$ cat src/rtl/cook_pkg.sv
// Shared definitions for the microwave cooking program sequencer.
// Contents: FSM state encoding, power codes, time limits, clamping and
// duty-cycle helpers used by cook_stage_table and cook_sequencer.
package cook_pkg;

  localparam int IDX_W = 2;

  localparam logic [6:0] MAX_MIN = 7'd99;
  localparam logic [6:0] MAX_SEC = 7'd59;

  localparam logic [1:0] PWR_LOW  = 2'd0;
  localparam logic [1:0] PWR_MED  = 2'd1;
  localparam logic [1:0] PWR_HIGH = 2'd2;

  typedef enum logic [2:0] {
    IDLE  = 3'd0,
    LOAD  = 3'd1,
    ARM   = 3'd2,
    RUN   = 3'd3,
    PAUSE = 3'd4,
    DONE  = 3'd5
  } state_e;

  function automatic logic [6:0] clamp7(input logic [6:0] v, input logic [6:0] lim);
    return (v > lim) ? lim : v;
  endfunction

  // Magnetron on/off for a given power code and 4-slot duty phase.
  // Code 3 is not a defined level and is treated as full power.
  function automatic logic duty_on(input logic [1:0] pwr, input logic [1:0] slot);
    logic on;
    case (pwr)
      PWR_LOW:  on = (slot == 2'd0);
      PWR_MED:  on = ~slot[0];
      PWR_HIGH: on = 1'b1;
      default:  on = 1'b1;
    endcase
    return on;
  endfunction

endpackage

$ cat src/rtl/cook_stage_table.sv
// Program stage register file for the cooking sequencer.
// Ports:
//   clock_i, reset_ni          system clock, async active-low reset
//   we_i, wr_idx_i             write strobe (already gated to IDLE) and index
//   wr_min_i, wr_sec_i         stage time, clamped to 99:59 on write
//   wr_pwr_i, wr_en_i          stage power code and enable
//   search_first_i, from_idx_i finder mode: lowest valid index overall, or
//                              lowest valid index strictly above from_idx_i
//   valid_o                    per-stage valid flags
//   min_o, sec_o, pwr_o        per-stage stored values
//   next_idx_o, found_o        finder result
module cook_stage_table
  import cook_pkg::*;
#(
  parameter int N_STAGES = 4
) (
  input  logic                          clock_i,
  input  logic                          reset_ni,
  input  logic                          we_i,
  input  logic [IDX_W-1:0]              wr_idx_i,
  input  logic [6:0]                    wr_min_i,
  input  logic [6:0]                    wr_sec_i,
  input  logic [1:0]                    wr_pwr_i,
  input  logic                          wr_en_i,
  input  logic                          search_first_i,
  input  logic [IDX_W-1:0]              from_idx_i,
  output logic [N_STAGES-1:0]           valid_o,
  output logic [N_STAGES-1:0][6:0]      min_o,
  output logic [N_STAGES-1:0][6:0]      sec_o,
  output logic [N_STAGES-1:0][1:0]      pwr_o,
  output logic [IDX_W-1:0]              next_idx_o,
  output logic                          found_o
);

  logic [N_STAGES-1:0][6:0] min_q;
  logic [N_STAGES-1:0][6:0] sec_q;
  logic [N_STAGES-1:0][1:0] pwr_q;
  logic [N_STAGES-1:0]      en_q;

  always_ff @(posedge clock_i or negedge reset_ni) begin
    if (!reset_ni) begin
      min_q <= '0;
      sec_q <= '0;
      pwr_q <= '0;
      en_q  <= '0;
    end else if (we_i) begin
      min_q[wr_idx_i] <= clamp7(wr_min_i, MAX_MIN);
      sec_q[wr_idx_i] <= clamp7(wr_sec_i, MAX_SEC);
      pwr_q[wr_idx_i] <= wr_pwr_i;
      en_q[wr_idx_i]  <= wr_en_i;
    end
  end

  // A zero-length stage is treated as absent so it is skipped, not run.
  always_comb begin
    valid_o = '0;
    for (int i = 0; i < N_STAGES; i++) begin
      valid_o[i] = en_q[i] && ((min_q[i] != 7'd0) || (sec_q[i] != 7'd0));
    end
  end

  assign min_o = min_q;
  assign sec_o = sec_q;
  assign pwr_o = pwr_q;

  // Scan from the top down so the last hit is the lowest qualifying index.
  always_comb begin
    found_o    = 1'b0;
    next_idx_o = '0;
    for (int i = N_STAGES - 1; i >= 0; i--) begin
      if (valid_o[i] && (search_first_i || (IDX_W'(i) > from_idx_i))) begin
        found_o    = 1'b1;
        next_idx_o = IDX_W'(i);
      end
    end
  end

endmodule

$ cat src/rtl/cook_sequencer.sv
// Multi-stage microwave cooking program controller.
// Steps the countdown timer through the programmed stages and drives the
// magnetron with a duty cycle set by each stage's power level.
// Ports:
//   clock_i, reset_ni      system clock, async active-low reset
//   tick_1hz_i             one-cycle pulse per second
//   start_i, stop_i        edge-detected front-panel pulses
//   porta_i                door level, 1 = open
//   prog_*_i               stage write port (accepted only when idle)
//   tmr_done_i             timer reached 00:00
//   tmr_load_o/min/sec     load pulse and stage time for the timer
//   tmr_start_o, tmr_stop_o one-cycle timer commands
//   tmr_pause_o            timer hold level
//   magnetron_o            heating element enable (registered)
//   stage_idx_o, busy_o, done_beep_o  status
//
// state | meaning
// IDLE  | waiting for start; stage table writable
// LOAD  | timer loaded with the current stage's time
// ARM   | timer start pulse
// RUN   | counting down, magnetron modulated by stage power
// PAUSE | door opened; timer held, magnetron off, waits for start
// DONE  | program finished; beep for BEEP_SEC seconds
module cook_sequencer
  import cook_pkg::*;
#(
  parameter int N_STAGES = 4,
  parameter int BEEP_SEC = 3
) (
  input  logic             clock_i,
  input  logic             reset_ni,
  input  logic             tick_1hz_i,
  input  logic             start_i,
  input  logic             stop_i,
  input  logic             porta_i,
  input  logic             prog_we_i,
  input  logic [IDX_W-1:0] prog_idx_i,
  input  logic [6:0]       prog_min_i,
  input  logic [6:0]       prog_sec_i,
  input  logic [1:0]       prog_pwr_i,
  input  logic             prog_en_i,
  input  logic             tmr_done_i,
  output logic             tmr_load_o,
  output logic [6:0]       tmr_min_o,
  output logic [6:0]       tmr_sec_o,
  output logic             tmr_start_o,
  output logic             tmr_pause_o,
  output logic             tmr_stop_o,
  output logic             magnetron_o,
  output logic [IDX_W-1:0] stage_idx_o,
  output logic             busy_o,
  output logic             done_beep_o
);

  localparam int BEEP_W = (BEEP_SEC > 1) ? $clog2(BEEP_SEC) : 1;
  localparam logic [BEEP_W-1:0] BEEP_LAST = BEEP_W'(BEEP_SEC - 1);

  state_e             state_q, state_d;
  logic [IDX_W-1:0]   stage_idx_q, stage_idx_d;
  logic [1:0]         slot_q, slot_d;
  logic [BEEP_W-1:0]  beep_q, beep_d;
  logic [6:0]         tmr_min_q, tmr_min_d;
  logic [6:0]         tmr_sec_q, tmr_sec_d;
  logic               tmr_stop_q, tmr_stop_d;
  logic               magnetron_q, magnetron_d;
  logic               load_stage;

  logic [N_STAGES-1:0]      tbl_valid;
  logic [N_STAGES-1:0][6:0] tbl_min;
  logic [N_STAGES-1:0][6:0] tbl_sec;
  logic [N_STAGES-1:0][1:0] tbl_pwr;
  logic [IDX_W-1:0]         next_idx;
  logic                     next_found;

  cook_stage_table #(
    .N_STAGES(N_STAGES)
  ) u_table (
    .clock_i       (clock_i),
    .reset_ni      (reset_ni),
    .we_i          (prog_we_i && (state_q == IDLE)),
    .wr_idx_i      (prog_idx_i),
    .wr_min_i      (prog_min_i),
    .wr_sec_i      (prog_sec_i),
    .wr_pwr_i      (prog_pwr_i),
    .wr_en_i       (prog_en_i),
    .search_first_i(state_q == IDLE),
    .from_idx_i    (stage_idx_q),
    .valid_o       (tbl_valid),
    .min_o         (tbl_min),
    .sec_o         (tbl_sec),
    .pwr_o         (tbl_pwr),
    .next_idx_o    (next_idx),
    .found_o       (next_found)
  );

  always_ff @(posedge clock_i or negedge reset_ni) begin
    if (!reset_ni) begin
      state_q     <= IDLE;
      stage_idx_q <= '0;
      slot_q      <= '0;
      beep_q      <= '0;
      tmr_min_q   <= '0;
      tmr_sec_q   <= '0;
      tmr_stop_q  <= 1'b0;
      magnetron_q <= 1'b0;
    end else begin
      state_q     <= state_d;
      stage_idx_q <= stage_idx_d;
      slot_q      <= slot_d;
      beep_q      <= beep_d;
      tmr_min_q   <= tmr_min_d;
      tmr_sec_q   <= tmr_sec_d;
      tmr_stop_q  <= tmr_stop_d;
      magnetron_q <= magnetron_d;
    end
  end

  always_comb begin
    state_d     = state_q;
    stage_idx_d = stage_idx_q;
    slot_d      = slot_q;
    beep_d      = beep_q;
    tmr_min_d   = tmr_min_q;
    tmr_sec_d   = tmr_sec_q;
    tmr_stop_d  = 1'b0;
    load_stage  = 1'b0;

    case (state_q)
      IDLE: begin
        if (start_i && !porta_i && (|tbl_valid) && next_found) begin
          state_d     = LOAD;
          stage_idx_d = next_idx;
          load_stage  = 1'b1;
        end
      end
      LOAD: begin
        slot_d  = 2'd0;
        state_d = ARM;
      end
      ARM: begin
        state_d = RUN;
      end
      RUN: begin
        if (tick_1hz_i) slot_d = slot_q + 2'd1;
        if (stop_i) begin
          tmr_stop_d = 1'b1;
          state_d    = IDLE;
        end else if (porta_i) begin
          state_d = PAUSE;
        end else if (tmr_done_i) begin
          if (next_found) begin
            state_d     = LOAD;
            stage_idx_d = next_idx;
            load_stage  = 1'b1;
          end else begin
            state_d = DONE;
            beep_d  = '0;
          end
        end
      end
      PAUSE: begin
        if (stop_i) begin
          tmr_stop_d = 1'b1;
          state_d    = IDLE;
        end else if (start_i && !porta_i) begin
          state_d = RUN;
        end
      end
      DONE: begin
        if (stop_i) begin
          state_d = IDLE;
        end else if (tick_1hz_i) begin
          if (beep_q == BEEP_LAST) state_d = IDLE;
          else                     beep_d  = beep_q + 1'b1;
        end
      end
      default: state_d = IDLE;
    endcase

    // Latch the stage time as the FSM enters LOAD so it is stable during the pulse.
    if (load_stage) begin
      tmr_min_d = tbl_min[stage_idx_d];
      tmr_sec_d = tbl_sec[stage_idx_d];
    end
  end

  // Computed from next-state values so the element switches on the same edge
  // the FSM enters or leaves RUN.
  assign magnetron_d = (state_d == RUN) && duty_on(tbl_pwr[stage_idx_d], slot_d);

  assign tmr_load_o  = (state_q == LOAD);
  assign tmr_start_o = (state_q == ARM);
  assign tmr_pause_o = (state_q == PAUSE);
  assign tmr_stop_o  = tmr_stop_q;
  assign tmr_min_o   = tmr_min_q;
  assign tmr_sec_o   = tmr_sec_q;
  assign magnetron_o = magnetron_q;
  assign stage_idx_o = stage_idx_q;
  assign busy_o      = (state_q != IDLE);
  assign done_beep_o = (state_q == DONE);

endmodule

$ cat config.mk
export PLATFORM = sky130hd
export DESIGN_NAME = cook_sequencer
export DESIGN_NICKNAME = d
export VERILOG_FILES = /design/src/rtl/cook_pkg.sv /design/src/rtl/cook_stage_table.sv /design/src/rtl/cook_sequencer.sv
export SDC_FILE = /design/constraint.sdc
export NUM_CORES = 1
export LEC_CHECK = 0
export CORE_MARGIN = 2
export CORE_UTILIZATION = 35
export DETAILED_ROUTE_END_ITERATION = 16
export GPL_TIMING_DRIVEN = 1
export PLACE_DENSITY = 0.62
export RECOVER_POWER = 25
export SKIP_LAST_GASP = 1
export SYNTH_ARGS = -nofsm -noshare
export SYNTH_HDL_FRONTEND = slang
export SYNTH_HIERARCHICAL = 1
export SYNTH_SLANG_ARGS = --single-unit
$ cat constraint.sdc
create_clock -name clock_i -period 2.84 [get_ports clock_i]
set_clock_uncertainty 0.15 [all_clocks]
set_input_delay 0.568 -clock clock_i [delete_from_list [all_inputs] [get_ports clock_i]]
set_output_delay 0.568 -clock clock_i [all_outputs]
set_load 0.02 [all_outputs]
# [Word-level counts from Yosys, hierarchy flattened]
# Cells that the tools add are included.
[totals] regBits=93 latchBits=0 ram_bits=0 romBits=0 output_inout_bits=23 mem_count=0
[classes] add_sub_neg=2 mul=0 div_mod_pow=0 magnitude_cmp=9 eq_ne=15 shifts=0 muxes=62 bitwise=1 reduce_logical=39
[op_table] cell="bitwise mux 28 bit" n=2
[op_table] cell="nonzero test 7 bit" n=8
[op_table] cell="2-to-1 mux 2 bit" n=19
[op_table] cell="2-to-1 mux 7 bit" n=5
[op_table] cell="2-to-1 mux 3 bit" n=10
[op_table] cell="binary-select mux 7 bit (select 2 bit)" n=2
[op_table] cell="case mux 3 bit (6 select lines)" n=1
[op_table] cell="demux 7 bit (select 2 bit)" n=1
[op_table] cell="logical AND 1 bit" n=14
[op_table] cell="!= test 2 bit, second input constant" n=7
[op_table] cell="2-to-1 mux 1 bit" n=12
[op_table] cell="case mux 2 bit (2 select lines)" n=3
[op_table] cell="equality test 3 x 2 -> 1 bit, second input constant" n=3
[op_table] cell="bitwise mux 8 bit" n=1
[op_table] cell="logical OR 1 bit" n=8
[op_table] cell="AND reduction 8 bit" n=1
[op_table] cell="greater-than comparator 7 x 6 -> 1 bit, second input constant" n=1
[op_table] cell="greater-than comparator 7 bit, second input constant" n=1
[op_table] cell="equality test 3 bit, second input constant" n=2
[op_table] cell="< comparator 2 x 3 -> 1 bit, second input constant" n=2
[op_table] cell="adder 2 x 1 -> 2 bit, second input constant" n=2
[op_table] cell="binary-select mux 2 bit (select 2 bit)" n=1
[op_table] cell="bitwise mux 4 bit" n=1
[op_table] cell="demux 2 bit (select 2 bit)" n=1
[op_table] cell="other kinds (16)" n=20

# [Logic depth before layout (Yosys ltp)]
# Gate-level depths: netlist (run 1).
[depth] ltp_word=18 ltp_mapped=14 depth_no_buf=12

# [Cells and area by module]
# Netlist (run 1), hierarchy kept.
[modules_own_cells] mod="cook_stage_table" n_inst=1 cells_per_inst=255 area_each_um2=2698.8 seq_area_each_um2=1701.6
[modules_own_cells] mod="cook_sequencer" n_inst=1 cells_per_inst=133 area_each_um2=1621.6 seq_area_each_um2=625.6

# [Worst setup path after synthesis (run 1)]
# Ideal clock, no wire load.
[synth_timing] kind="register to register" startpoint="reg state_q[2]" endpoint="reg tmr_sec_q[0] (netlist: tmr_sec_o[0])" setup_time_ns=0.125 arrival_time_ns=2.688 required_ns=2.565 slack_ns=-0.123 path_stages_with_launch=12 n_path_buf=3 period_less_slack_ns=2.963 cell_sequence="dfrtp_1 -> buf_6 -> or3_4 -> inv_1 -> nor2b_1 -> nand2_1 -> a22oi_1 -> nor2b_1 -> buf_2 -> buf_2 -> mux4_2 -> mux2_2"
[synth_via] elab_chain_len=14 elab_cells_between_ends=33 cone_classes="eq/ne (1); mux (22); reduce/logical (10)"
[synth_lines] element="start, declared" line="cook_sequencer.sv:58" rtl="state_e state_q, state_d;"
[synth_lines] element="start signal, assigned" line="cook_sequencer.sv:107" rtl="state_q <= state_d;"
[synth_lines] element="zero test 3 bit *" line="cook_sequencer.sv:86" rtl=".search_first_i(state_q == IDLE),"
[synth_lines] element="logical OR 1 bit" line="cook_stage_table.sv:71" rtl="if (valid_o[i] && (search_first_i || (IDX_W'(i) > from_idx_i))) begin"
[synth_lines] element="logical AND 1 bit" line="cook_stage_table.sv:71"
[synth_lines] element="2-to-1 mux 2 bit (3 in series)" line="cook_stage_table.sv:71"
[synth_lines] element="2-to-1 mux 2 bit *" line="cook_stage_table.sv:71"
[synth_lines] element="via next_idx[1]" line="cook_sequencer.sv:72" rtl="logic [IDX_W-1:0] next_idx;"
[synth_lines] element="2-to-1 mux 2 bit" line="cook_sequencer.sv:151" rtl="if (next_found) begin"
[synth_lines] element="2-to-1 mux 2 bit" line="cook_sequencer.sv:150" rtl="end else if (tmr_done_i) begin"
[synth_lines] element="2-to-1 mux 2 bit" line="cook_sequencer.sv:148" rtl="end else if (porta_i) begin"
[synth_lines] element="2-to-1 mux 2 bit" line="cook_sequencer.sv:145" rtl="if (stop_i) begin"
[synth_lines] element="case mux 2 bit (2 select lines) *" line="cook_sequencer.sv:128" rtl="case (state_q)"
[synth_lines] element="binary-select mux 7 bit (select 2 bit) *" line="cook_sequencer.sv:183" rtl="tmr_sec_d = tbl_sec[stage_idx_d];"
[synth_lines] element="2-to-1 mux 7 bit (implied by the code) *" line="cook_sequencer.sv:183"
[synth_lines] element="end signal, assigned" line="cook_sequencer.sv:112" rtl="tmr_sec_q <= tmr_sec_d;"
[synth_lines] element="end, declared" line="cook_sequencer.sv:63" rtl="logic [6:0] tmr_sec_q, tmr_sec_d;"
# The timed path passes the listed nets; every way through them passes the cells marked *. The select of a mux whose other input is x is not followed.
# A chain may end at the register's enable or synchronous reset.

# [Final worst setup path (run 1)]
[layout_timing] startpoint="reg u_table.min_q (netlist bit u_table/min_o[10])" endpoint="reg tmr_min_q[0] (netlist: tmr_min_o[0])"
[layout_via] elab_chain_len=13 elab_cells_between_ends=25 cone_classes="mux (18); reduce/logical (7)"
[layout_lines] element="start, declared" line="cook_stage_table.sv:35" rtl="logic [N_STAGES-1:0][6:0] min_q;"
[layout_lines] element="start signal, assigned by index" line="cook_stage_table.sv:47" rtl="min_q[wr_idx_i] <= clamp7(wr_min_i, MAX_MIN);"
[layout_lines] element="nonzero test 7 bit *" line="cook_stage_table.sv:58" rtl="valid_o[i] = en_q[i] && ((min_q[i] != 7'd0) || (sec_q[i] != 7'd0));"
[layout_lines] element="logical OR 1 bit *" line="cook_stage_table.sv:58"
[layout_lines] element="logical AND 1 bit *" line="cook_stage_table.sv:58"
[layout_lines] element="via tbl_valid[1]" line="cook_sequencer.sv:68" rtl="logic [N_STAGES-1:0] tbl_valid;"
[layout_lines] element="logical AND 1 bit *" line="cook_stage_table.sv:71"
[layout_lines] element="2-to-1 mux 2 bit * (2 in series)" line="cook_stage_table.sv:71"
[layout_lines] element="via next_idx[1]" line="cook_sequencer.sv:72"
[layout_lines] element="2-to-1 mux 2 bit" line="cook_sequencer.sv:151"
[layout_lines] element="2-to-1 mux 2 bit" line="cook_sequencer.sv:150"
[layout_lines] element="2-to-1 mux 2 bit" line="cook_sequencer.sv:148"
[layout_lines] element="2-to-1 mux 2 bit" line="cook_sequencer.sv:145"
[layout_lines] element="case mux 2 bit (2 select lines) *" line="cook_sequencer.sv:128"
[layout_lines] element="binary-select mux 7 bit (select 2 bit) *" line="cook_sequencer.sv:182" rtl="tmr_min_d = tbl_min[stage_idx_d];"
[layout_lines] element="2-to-1 mux 7 bit (implied by the code) *" line="cook_sequencer.sv:182"
[layout_lines] element="end signal, assigned" line="cook_sequencer.sv:111" rtl="tmr_min_q <= tmr_min_d;"
[layout_lines] element="end, declared" line="cook_sequencer.sv:62" rtl="logic [6:0] tmr_min_q, tmr_min_d;"
# Marked as above.

==> parameters.txt, run 1 <==
Parameter                              Value

Cells and area
  Layout cells sized above 1 ... roughly 23%
  Sequential cell area ... 0.00233 mm²
  Fin cells ... 610
  Number of filler instances in the final layout ... 1133
  Layout overhead on the synthesized area ... 29.6%
  Final #Nets ... between 400 and 500
  Diodes inserted ... 0
  Area of the multi-input gates ... around 0.0020 mm²

Die
  Number of primary I/O pins ... 50
  Cell Rows ... 40
  Initial core utilization ... 36.0%
  Core Box Area ... about 0.012 mm²
  Die Wd ... between 100 and 150 µm
  Overall die area ... 0.0132 mm²
  Y dimension of the die ... ~120 µm

Clock network
  CTS clk-pin slew, worst paths ... roughly 0.060 ns
  Maximum clock insertion buffer count ... 2
  Clock insertion delay at the later pin of the skew report ... 0.34 ns
  Post-CTS setup buffer count ... 0
  CTS H-Tree Depth ... 3
  Master cell of the clock root buffer ... sky130_fd_sc_hd__clkbuf_16
  Total number of clock tree sinks ... 93
  Clock buffer count from CTS ... 9
  TritonCTS clock tree ... yes

Timing
  Fmax achieved ... ~370 MHz
  Transition time of the tightest slew-check pin ... between 1 and 1.5 ns
  Number of max-slew violations in the final report ... 0
  Sum of negative setup slack ... 0 ns
  Count of endpoints failing setup in the final report ... 0
  Post-route clock period utilization ... about 96%
  Minimum setup slack in the final design ... between 0.1 and 0.15 ns
  Worst-case headroom to the max-slew limit ... under 10%
  Clock period minus final worst setup slack ... between 2 and 3 ns
  Number of hold violations in the final report ... 0
  Min Hold Slack ... about 0.35 ns

Global route
  Wire length of the first global-routing pass ... 16800 µm
  Overall routing resource usage ... 16.7%
  Pin count of the biggest net entering global routing ... 71
  Global routing met2 resource utilization ... a little over a quarter
  Met1 Usage GRT ... about 22%
  Initial antenna violation count ... 0
  Vias in the first global route ... between 3000 and 4000
  Global routing met3 resource utilization ... under 10%
  Gr busiest metal ... met2
  Remaining global-route overflow ... 0

Run status
  Status ... finished, final reports clean

Power
  Peak ir drop on the vdd network ... between 0.0004 and 0.0005 V
  Pwr Density ... around 1200 mW/mm²
  Leakage power summed over all cells ... around 2.4 nW

Placed design
  Detailed-placement wirelength estimate ... 7520 µm
  Global placement routability congestion ... around 0.84
  Setup slack after placement ... -0.0222 ns
  IO buf count ... between 40 and 50
  DP Cell Count ... 595

Detailed routing
  Antenna-violating nets left ... 0
  Post-detailed-route wirelength per cell ... 17.3 µm
  Total via count after detailed routing ... 3241
  Routed wire length ... 10600 µm
  DRC violation count after routing ... 0
  Via count normalized by instance count ... about 5.3
  Starting DRC count in detailed routing ... 170
  Pre-Repair DR Iteration Count ... 5

Worst setup path
  Endpoint of the lowest-slack register-to-register path ... tmr_min_o[0]$_DFFE_PN0P_
  Crit-path max cell delay ... 0.51 ns
  Chain of cells forming the critical path ... nor4_4, a41oi_2, a22oi_1, nor2b_4, buf_4, mux4_2, mux2_2
  Critical path depth ... 7
  Data arrival time of the critical path ... roughly 2.8 ns
  Worst EP required ... roughly 2.9 ns
  Crit end category ... register
  Cell with the largest stage delay on the worst path ... sky130_fd_sc_hd__mux4_2
  Worst reg-to-reg path cell count ... 7
  Crit path max-delay family ... multiplexers
  Critical path class ... reg2reg
  R2R Setup Slk ... between 0.1 and 0.15 ns
  Crit. Startpoint ... u_table/min_o[10]$_DFFE_PN0P_
  Number of buffer and inverter instances along the worst setup path ... 1
  Critical R2R Launch ... u_table/min_o[10]$_DFFE_PN0P_
  Crit path max fanout ... 6
  Crit start category ... register

Min path
  Instance count along the most critical hold path ... 1
  Worst hold endpoint ... beep_q[0]$_DFFE_PN0P_
  Startpoint of the lowest-slack hold path ... beep_q[0]$_DFFE_PN0P_
  Tightest Hold Check Type ... reg2reg

Synthesis
  Predominant post-synthesis flop cell ... sky130_fd_sc_hd__dfrtp_1
  Ranking of synthesized cells by instance count ... 93 x sky130_fd_sc_hd__dfrtp_1, 68 x sky130_fd_sc_hd__nand2_1, 37 x sky130_fd_sc_hd__o21ai_0
  Avg Inst Size Synth ... about 11 µm²
  Sequential cell area fraction in the yosys report ... 53.9%
  Asr flop ratio synth ... 100%
  Leading cell type by number of instances after synthesis ... sky130_fd_sc_hd__dfrtp_1
  Cells taking the most area after synthesis ... sky130_fd_sc_hd__dfrtp_1 54%, sky130_fd_sc_hd__mux2_2 7.8%, sky130_fd_sc_hd__mux4_2 7.3%, sky130_fd_sc_hd__nand2_1 5.9%, sky130_fd_sc_hd__o21ai_0 4.3%
  Syn_nets ... 416
  Post-synth design cell area ... approximately 0.0043 mm²
  Number of enable-type register cells in the synthesized netlist ... 0
  Count of different cell masters after synthesis ... 47
  Cell type with the highest aggregate area in the netlist ... sky130_fd_sc_hd__dfrtp_1
  Number of instances in the synthesized netlist ... 388
  Flop and latch count out of synthesis ... 93
  Yosys synthesis warning count ... 6
  Area share of the largest cell type after synthesis ... a little over half

Flow run
  Max-cap violations ... 0
==> worst reg2reg max path, delay by kind of cell, from the launching register on <==
| family | cells | cell delay (ns) |
|---|---|---|
| flip-flops | 1 | 0.42 |
| multiplexers | 2 | 0.78 |
| AND/OR/NAND/NOR | 2 | 0.60 |
| buffers and inverters | 1 | 0.20 |
| AO/OA/AOI/OAI | 2 | 0.46 |
==> routing by layer <==
| metal | vias to the layer above | wire (µm) |
|---|---|---|
| met5 | - | 0 |
| met4 | 0 | 172 |
| met3 | 13 | 503 |
| met2 | 92 | 5080 |
| met1 | 1581 | 4800 |
| li1 | 1555 | - |
==> kinds of logic after synthesis <==
logic type	Yosys count	synth area share, %
AO/OA/AOI/OAI	82	11.5
multiplexers	45	15.6
adder cells (fa/ha/maj)	1	0.290
AND/OR/NAND/NOR	139	15.7
flip-flops	93	53.9
buffers and inverters	28	2.95
==> power breakdown <==
group          internal (mW)  total, mW  switching [mW]
Combinational           1.61       2.96            1.35
Sequential              1.91       2.44           0.531
Clock                  0.695       1.16           0.462
==> through the flow <==
stage                     total power [mW]  area, µm²  utilization, %
final                                 6.56       5600            46.6
after global routing                  6.99       5600            46.6
after CTS                             6.45       5490            45.7
after detailed placement              5.23       5180            43.1
after global placement                5.15       5180            43.1
after floorplan                       4.09       4330               -
==> worst max-delay path by stage <==
stage | end | slack [ns]
final | tmr_min_o[0]$_DFFE_PN0P_ | 0.12
after global routing | magnetron_o$_DFF_PN0_ | -0.04
after CTS | tmr_min_o[3]$_DFFE_PN0P_ | 0.002
after detailed placement | tmr_min_o[1]$_DFFE_PN0P_ | -0.02
after global placement | tmr_min_o[1]$_DFFE_PN0P_ | 0.005
after floorplan | tmr_sec_o[0]$_DFFE_PN0P_ | 0.01
==> state kept, by name, indices dropped and copies added, names as in the netlist <==
signal / flops
stage_idx_o: 2
u_table/pwr_o: 8
u_table/en_q: 4
u_table/sec_o: 28
beep_q: 2
u_table/min_o: 28
tmr_min_o: 7
tmr_sec_o: 7
tmr_stop_o: 1
slot_q: 2
state_q: 3
magnetron_o: 1
==> timing repair <==
action                                 in CTS  in global routing
hold buffers                                1                  0
pin swaps                                   0                  5
resized for setup                           3                 19
endpoints found under the hold margin      23                  0
setup endpoints to repair                  16                 16
==> final cells by class <==
type	instances	share of cell area [%]
flip-flops and latches	93	41.6
multi-input cells	267	35.8
clock buffers	12	4.40
inverters	11	0.738
repair buffers	78	13.5
well taps	147	3.29
clock inverters	2	0.626
==> cells in the final DEF, fill, tap and decap left out, drive strengths merged, types with 13 or more instances in the layout <==
master         synthesis  final
mux4                  14     14
mux2                  30     30
clkdlybuf4s50          0     48
o21ai                 49     49
nand2                 68     68
dfrtp                 93     93
nor4                  14     14
nor2                  19     19
clkbuf                 8     13
buf                    9     28
Note: power is estimated with default switching activity, not from simulation.
==> run 2, diff against run 1 <==
--- a/config.mk
+++ b/config.mk
@@ -9,7 +9,7 @@
 export CORE_UTILIZATION = 35
 export DETAILED_ROUTE_END_ITERATION = 16
 export GPL_TIMING_DRIVEN = 1
-export PLACE_DENSITY = 0.62
+export PLACE_DENSITY = 0.6
 export RECOVER_POWER = 25
 export SKIP_LAST_GASP = 1
 export SYNTH_ARGS = -nofsm -noshare
==> constraint.sdc (replaced) <==
create_clock -name clock_i -period 3.1 [get_ports clock_i]
set_clock_uncertainty 0.15 [all_clocks]
set_input_delay 0.62 -clock clock_i [delete_from_list [all_inputs] [get_ports clock_i]]
set_output_delay 0.62 -clock clock_i [all_outputs]
set_load 0.02 [all_outputs]
==> run 2 against run 1 <==
  * Final cell count decreased by 1.5%
  * Maximum frequency is 7.7% lower
  * Combinational power is 17% lower
  * Register-to-register slack gained 0.03 ns
  * Critical path type unchanged
  * Via count is 0.40% lower
  * Worst setup slack gained 0.034 ns
  * Final area fell by 4.0%
  * Sequential share of layout area up 1.7 points
  * Core utilization down 1.9 points
==> parameters.txt, run 2 (same netlist as run 1, synthesis figures left out) <==
Parameter                              Value

Global route
  Overall routing resource usage ... 17.0%
  Vias in the first global route ... around 3300
  Wire length of the first global-routing pass ... 17300 µm
  Pin count of the biggest net entering global routing ... 50
  Initial antenna violation count ... 0
  Remaining global-route overflow ... 0

Worst setup path
  Worst EP required ... 3.20 ns
  Cell with the largest stage delay on the worst path ... sky130_fd_sc_hd__nor4_1
  Crit end category ... register
  Number of buffer and inverter instances along the worst setup path ... 3
  Crit-path max cell delay ... 0.42 ns
  Crit path max fanout ... 6
  Crit start category ... register
  Chain of cells forming the critical path ... nor4_1, buf_4, a41oi_1, nor4_1, buf_4, nor4_4, a41oi_2, buf_4, mux2i_4, o22ai_1, a31oi_1
  Cell repeated most along the worst path ... sky130_fd_sc_hd__buf_4
  Critical path class ... reg2reg
  Crit path max-delay family ... simple AND/OR/NAND/NOR gates
  R2R Setup Slk ... between 0.15 and 0.2 ns
  Data arrival time of the critical path ... between 3 and 4 ns

Die
  Initial core utilization ... around 36%
  Overall die area ... approximately 0.013 mm²
  Die Wd ... ~120 µm
  Number of primary I/O pins ... 50
  Cell Rows ... 40
  Y dimension of the die ... about 120 µm
  Core Box Area ... approximately 0.012 mm²

Clock network
  Master cell of the clock root buffer ... sky130_fd_sc_hd__clkbuf_16
  TritonCTS clock tree ... yes
  Total number of clock tree sinks ... a little over 90
  CTS clk-pin slew, worst paths ... roughly 0.06 ns
  Clock insertion delay at the later pin of the skew report ... roughly 0.34 ns
  Number of buffers inserted by hold repair at cts ... 0
  Maximum clock insertion buffer count ... 2
  Clock buffer count from CTS ... 9
  CTS H-Tree Depth ... 3

Detailed routing
  Post-detailed-route wirelength per cell ... 17.7 µm
  Starting DRC count in detailed routing ... roughly 230
  Via count normalized by instance count ... approximately 5.4
  Pre-Repair DR Iteration Count ... 5
  Total via count after detailed routing ... 3228
  DRC violation count after routing ... 0
  Routed wire length ... 10700 µm
  Antenna-violating nets left ... 0

Run status
  Status ... finished, final reports clean

Timing
  Sum of negative setup slack ... 0 ns
  Fmax achieved ... about 340 MHz
  Transition time of the tightest slew-check pin ... ~1.2 ns
  Number of max-slew violations in the final report ... 0
  Post-route clock period utilization ... between 90% and 100%
  Unrepaired setup endpoints after global routing ... false
  Minimum setup slack in the final design ... approximately 0.15 ns
  Clock period minus final worst setup slack ... about 3 ns
  Worst-case headroom to the max-slew limit ... between 10% and 20%
  Count of endpoints failing setup in the final report ... 0
  Number of hold violations in the final report ... 0

Power
  Switching power ... between 2 and 2.5 mW
  Combinational Power Share ... 42.8%
  Sequential group share of total power ... 38.0%
  Portion of total power attributed to the clock network ... between 10% and 20%
  Peak ir drop on the vdd network ... approximately 0.00038 V
  Pwr Density ... 1070 mW/mm²
  Tot Pwr ... 5.75 mW
  Leakage power summed over all cells ... ~2.4 nW
  Int Pwr ... 3.68 mW
  Switching portion of total power ... 36.1%

Cells and area
  Most common library cell in the layout ignoring fill and taps ... sky130_fd_sc_hd__dfrtp_1
  Top library cells by usage in the layout, fill and taps aside ... 93 x sky130_fd_sc_hd__dfrtp_1, 68 x sky130_fd_sc_hd__nand2_1, 48 x sky130_fd_sc_hd__clkdlybuf4s50_1
  Diodes inserted ... 0
  Final #Nets ... about 480
  Number of filler instances in the final layout ... 1150
  Layout cells sized above 1 ... 19.2%
  Layout overhead on the synthesized area ... 24.3%
  Final std cell area, no fill ... between 0.005 and 0.006 mm²
  Sequential cell area ... around 0.0023 mm²
  Area of the multi-input gates ... between 0.0015 and 0.002 mm²

Flow run
  Max-cap violations ... 0

Placed design
  Total cell area at the placement stage ... between 0.005 and 0.006 mm²
  IO buf count ... a little under 50
  Global placement routability congestion ... 0.843
  Setup slack after placement ... 0.0698 ns
  Detailed-placement wirelength estimate ... between 7000 and 8000 µm

Min path
  Tightest Hold Check Type ... reg2reg
[run 2: changes by cell type in the layout (fill, tap and decap cells not counted), sizes merged]
cell	change
clkinv	+1
dlygate4sd3	-1
clkinvlp	+2
buf	-10
clkbuf	-1
[run 2: per-layer routing]
layer  GRT usage (%)  vias up  part of all wire, %
met1            22.7     1598                   44
met2            28.7       89                   50
met4            5.46        0                  1.4
met5               0        -                    0
li1                -     1529                    -
met3            2.69       12                  4.8
[run 2: area by class of cell]
type | instances | share of cell area, %
clock buffer | 10 | 4.45
clock inverter | 5 | 1.12
inverter | 11 | 0.839
multi-input combinational | 267 | 35.0
sequential | 93 | 43.3
tap | 147 | 3.42
timing repair buffer | 68 | 11.9
[run 2: path summary, 6_finish.rpt]
path                                               start                       endpoint  cells past startpoint
max                        u_table/min_o[23]$_DFFE_PN0P_          magnetron_o$_DFF_PN0_                     11
min                                beep_q[0]$_DFFE_PN0P_          beep_q[0]$_DFFE_PN0P_                      1
max reg2reg                u_table/min_o[23]$_DFFE_PN0P_          magnetron_o$_DFF_PN0_                     11
min reg2reg                        beep_q[0]$_DFFE_PN0P_          beep_q[0]$_DFFE_PN0P_                      1
max in group asynchronous                       reset_ni       tmr_sec_o[1]$_DFFE_PN0P_                      2
min in group asynchronous                       reset_ni  u_table/min_o[21]$_DFFE_PN0P_                      1
[run 2: through the flow]
stage,cells,hold slack (ns),utilization (%)
4_1_cts,600,0.165,44.7
6_report,601,0.348,44.7
3_3_place_gp,585,0.326,42.2
2_1_floorplan,388,0.174,-
5_1_grt,601,0.374,44.7
3_5_place_dp,585,0.342,42.2
[run 2: repair_timing]
action / in CTS / in global routing
buffers inserted: 0 / 1
endpoints found under the setup margin: 0 / 11
resized for setup: 0 / 3
[run 2: power groups by stage]
stage / Clock, mW / Sequential [mW] / Combinational [mW]
floorplan: 0 / 2.16 / 1.57
global placement: 0 / 2.18 / 2.36
detailed placement: 0 / 2.20 / 2.42
CTS: 1.13 / 2.18 / 2.44
global route: 1.18 / 2.25 / 2.70
finish: 1.11 / 2.19 / 2.46
[run 2: worst register-to-register path, delay by kind of cell (launching register included)]
kind,cells,cell delay (ns)
AND/OR/NAND/NOR,3,0.84
flip-flops,1,0.41
AO/OA/AOI/OAI,4,0.64
multiplexers,1,0.26
buffers and inverters,3,0.59
==> variant 1, RTL diff (settings of run 1) <==
Register the outputs `tmr_load_o`, `tmr_start_o`, `tmr_pause_o`, `busy_o` and `done_beep_o`, with the module's reset; this adds one clock of latency there. The other outputs are not delayed to match. Comments in the files are not updated.
--- a/src/rtl/cook_sequencer.sv
+++ b/src/rtl/cook_sequencer.sv
@@ -188,16 +188,26 @@
   // the FSM enters or leaves RUN.
   assign magnetron_d = (state_d == RUN) && duty_on(tbl_pwr[stage_idx_d], slot_d);
 
-  assign tmr_load_o  = (state_q == LOAD);
-  assign tmr_start_o = (state_q == ARM);
-  assign tmr_pause_o = (state_q == PAUSE);
   assign tmr_stop_o  = tmr_stop_q;
   assign tmr_min_o   = tmr_min_q;
   assign tmr_sec_o   = tmr_sec_q;
   assign magnetron_o = magnetron_q;
   assign stage_idx_o = stage_idx_q;
-  assign busy_o      = (state_q != IDLE);
-  assign done_beep_o = (state_q == DONE);
+  always_ff @(posedge clock_i or negedge reset_ni) begin
+    if (!reset_ni) begin
+      tmr_load_o  <= '0;
+      tmr_start_o <= '0;
+      tmr_pause_o <= '0;
+      busy_o      <= '0;
+      done_beep_o <= '0;
+    end else begin
+      tmr_load_o  <= (state_q == LOAD);
+      tmr_start_o <= (state_q == ARM);
+      tmr_pause_o <= (state_q == PAUSE);
+      busy_o      <= (state_q != IDLE);
+      done_beep_o <= (state_q == DONE);
+    end
+  end
 
 endmodule
 
Function: changed (a bounded check fails within 4 cycles, from zero or initial values and one cycle with reset_ni low).
==> variant 1 against run 1 <==
  * The run now ends with max-capacitance violations, max-slew violations left
  * Wire length grew 18%
  * Combinational power shrank 6%
  * Total power fell by 1.0%
  * Die area rose by 7.7%
  * Synthesized area rose by 8.0%
  * Worst setup slack better by 0.010 ns
  * Sequential cell count grew 5
  * Design area rose by 4.2%
==> variant 1: results (changes against run 1) <==
Pwr
  • Worst VDD drop: 0.427 mV (-3.2%)
  • Leak pwr: 2.65 nW (+8.5%)
  • Seq pwr share: 0.390 (+0.018)
  • Comb pwr share: 0.429 (-0.023)
  • P_sw: 0.00264 W (+13%)

GRT
  • Routing usage on met1: 0.255 (+0.0320)
  • Met2 usage: 0.273 (+0.00302)
  • Initial antenna violation count: 0 (unchanged)
  • Met3 GRT Util: 0.0268 (-0.0106)
  • GRT Overall Usage: 0.179 (+0.0121)

Run status
  • Status: finished, violations left
  • Failing checks: max-capacitance violations, max-slew violations

Placed design
  • GPL Wtd Cong: 0.915 (+8.7%)
  • Placed inst area: 0.00547 mm² (+5.5%)
  • Pre-CTS setup slack: 0.00335 ns (+0.0256 ns)

Worst setup path
  • Crit path max-delay cell type: dfrtp_1
  • R2r startpoint: u_table/sec_o[10]$_DFFE_PN0P_
  • CP endpoint: tmr_sec_o[5]$_DFFE_PN0P_
  • R2r worst-path depth: 9 (+2)
  • Critical Path Max Stage Delay: 0.44 ns (-0.07 ns)

Route
  • DR WL met3: 746 µm (+48%)
  • Met2 wire length: 5770 µm (+13%)
  • Max layer used: met4
  • Via count: 3733 (+15%)
  • Detailed Route Iter0 Violations: 300 (+76%)
  • Post-Route WL: 12500 µm (+18%)

Finish
  • Fillers: 1266 (+12%)
  • Layout Nets: 555 (+14%)
  • Fraction of layout cells with a size suffix above 1: 0.147 (-0.0845)

Clock tree
  • Setup Fix Bufs, Post-CTS: 0 (unchanged)
  • Worst-path clk slew: around 0.07 ns

Yosys
  • Post-synth top cells: dfrtp_1, nand2_1, o21ai_0
  • Mux share of post-synthesis cell area: 0.0773 (-0.0791)
  • Post-synth cell types: 55 (+17%)
  • Post-Synth Adder-Cell Area: 0.00268 (-0.000214)
  • Top post-synthesis cells by area: dfrtp_1, nand2_1, o21ai_0
  • Register area share after synthesis: 0.526 (-0.0129)
  • Compound-Gate Fraction of Synth Area: 0.163 (+0.0478)
  • Xor/xnor cell area share of the yosys netlist: 0.00536 (+0.00536)

Timing
  • Final Cycle Share: 0.954 (-0.00352)
  • Max-slew violations: 28 (+28)
  • Rel. slew slack: -0.0990 (-0.178)

Run
  • Max Cap Viol: 1 (+1)
-- variant 1: layout make-up --
class	count	area [µm²]	area share
multi-input combinational	332	2130	0.365
clock buffer	10	239	0.0410
clock inverter	6	46.3	0.00794
tap	176	220	0.0378
inverter	14	52.6	0.00901
timing repair buffer	72	693	0.119
sequential	98	2450	0.421
-- variant 1: repair_timing --
action / in CTS / in global routing
pin swaps: 0 / 1
gates resized for setup: 1 / 10
hold buffers: 1 / 0
hold endpoints to repair: 1 / 0
endpoints found under the setup margin: 3 / 16
gates cloned: 0 / 1
-- variant 1: critical path, delay by kind of cell (launching register included) --
family                 cells  cell delay, ns
AOI/OAI and AO/OA          5            0.97
and+or+nand+nor            3            0.80
DFF                        1            0.44
buffers and inverters      1            0.22
-- variant 1: how the worst min path moves through the flow --
stage	slack, ns	depth (start not counted)	start	to
5_1_grt	0.38	2	u_table/pwr_o[1]$_DFFE_PN0P_	u_table/pwr_o[1]$_DFFE_PN0P_
6_report	0.35	2	u_table/pwr_o[1]$_DFFE_PN0P_	u_table/pwr_o[1]$_DFFE_PN0P_
4_1_cts	0.34	2	u_table/pwr_o[1]$_DFFE_PN0P_	u_table/pwr_o[1]$_DFFE_PN0P_
2_1_floorplan	0.12	0	reset_ni	beep_q[0]$_DFFE_PN0P_
3_5_place_dp	0.33	2	u_table/pwr_o[1]$_DFFE_PN0P_	u_table/pwr_o[1]$_DFFE_PN0P_
3_3_place_gp	0.31	2	u_table/pwr_o[1]$_DFFE_PN0P_	u_table/pwr_o[1]$_DFFE_PN0P_
-- variant 1: metrics by stage --
step           total power, W  TNS (ns)  instances
6_report              0.00649         0        708
5_1_grt               0.00692   -0.0978        708
4_1_cts               0.00640         0        707
3_5_place_dp          0.00520         0        690
3_3_place_gp          0.00512         0        690
2_1_floorplan         0.00411         0        463
==> variant 2, RTL diff (config.mk and constraints of run 1) <==
Made on the original files. Set the package constant `MAX_MIN` to 7'd49 (it was 7'd99).
--- a/src/rtl/cook_pkg.sv
+++ b/src/rtl/cook_pkg.sv
@@ -5,7 +5,7 @@
 
   localparam int IDX_W = 2;
 
-  localparam logic [6:0] MAX_MIN = 7'd99;
+  localparam logic [6:0] MAX_MIN = 7'd49;
   localparam logic [6:0] MAX_SEC = 7'd59;
 
   localparam logic [1:0] PWR_LOW  = 2'd0;
Formal check against the unedited RTL: not equivalent (Yosys sat finds a counterexample within 4 cycles, from zero or initial values and one cycle with reset_ni low).
==> variant 2 against run 1 <==
  * Sequential share of layout area is 1.2 points lower
  * Count of clock-buffer cells in the layout stayed put
  * Maximum frequency is 2.8% lower
  * Total power is 1.9% higher
  * Worst hold slack worse by 0.059 ns
  * Synthesized area is 0.58% higher
  * Die area is 0.56% higher
  * Worst setup slack worse by 0.078 ns
  * Largest power group unchanged
  * Wire length is 5.5% higher
  * Sequential cell count stayed put
  * Via count is 3.2% higher
  * Highest routed layer unchanged
  * Design area is 2.9% higher
==> variant 2: results (changes against run 1) <==
Route
  • Post-Route WL: 11100 µm (+5.5%)
  • DR WL met3: 396 µm (-21%)
  • Wire length on met1: 4960 µm (+3.2%)

Worst setup path
  • R2r worst-path depth: 8 (+1)
  • Critical path arrival: 2.87 ns (+0.08 ns)
  • Crit path launch: u_table/sec_o[11]$_DFFE_PN0P_
  • FF-to-FF setup slack: 0.04 ns (-0.08 ns)
  • CP endpoint: tmr_min_o[5]$_DFFE_PN0P_

GRT
  • GRT Overall Usage: 0.173 (+0.00620)
  • Met2 usage: 0.290 (+0.0195)
  • Global-route wire length before repair: 17900 µm (+6.2%)
  • Vias in the first global route: 3362 (+3.7%)
  • Met3 GRT Util: 0.0230 (-0.0144)

Finish
  • Fraction of layout cells with a size suffix above 1: 0.261 (+0.0300)
  • Fillers: 1065 (-6.0%)
  • Non-Filler Instances: 643 (+5.4%)
  • Storage cell area: 0.00233 mm² (about the same)
  • Layout Nets: 498 (+2.0%)

Pwr
  • Worst VDD drop: 0.508 mV (+15%)
  • Sw frac: 0.373 (+0.0152)
  • Power per cell area: 1160 mW/mm² (-0.99%)

Yosys
  • Register area share after synthesis: 0.536 (-0.00310)
  • Top post-synthesis cells by area: dfrtp_1, mux4_2, mux2_2
  • Post-synth cell types: 49 (+4.3%)

Timing
  • Worst slew pin tran: 1.12 ns (-0.267 ns)

Run status
  • Status: finished, final reports clean

Placed design
  • Cells after DPL: 622 (+4.5%)
-- variant 2: cell types whose count changed in the layout (fill, tap and decap cells not counted), sizes merged, moves of 2 or more --
| cell | delta |
|---|---|
| mux2 | -6 |
| o21ai | +4 |
| and2 | +4 |
| buf | +10 |
| clkinvlp | +2 |
| nand2 | -3 |
-- variant 2: logic make-up (layout without fill, tap and decap cells) --
family / Yosys count / after routing / synth area share
compound gates: 87 / 87 / 0.124
fa+ha+maj: 1 / 1 / 0.00288
buf+inv: 31 / 115 / 0.0357
flops: 93 / 93 / 0.536
mux: 39 / 39 / 0.140
simple gates: 140 / 140 / 0.162
-- variant 2: timing repair --
item	in CTS	in global routing
pin swaps	1	11
endpoints found under the setup margin	15	17
gates cloned	0	1
gates resized for setup	5	33
setup buffers	0	5
-- variant 2: cell type report --
cell class,instances,share of cell area
inverter,11,0.00760
clock inverter,4,0.00434
clock buffer,12,0.0410
timing repair buffer,88,0.143
multi-input combinational,267,0.364
tap,168,0.0365
sequential,93,0.404
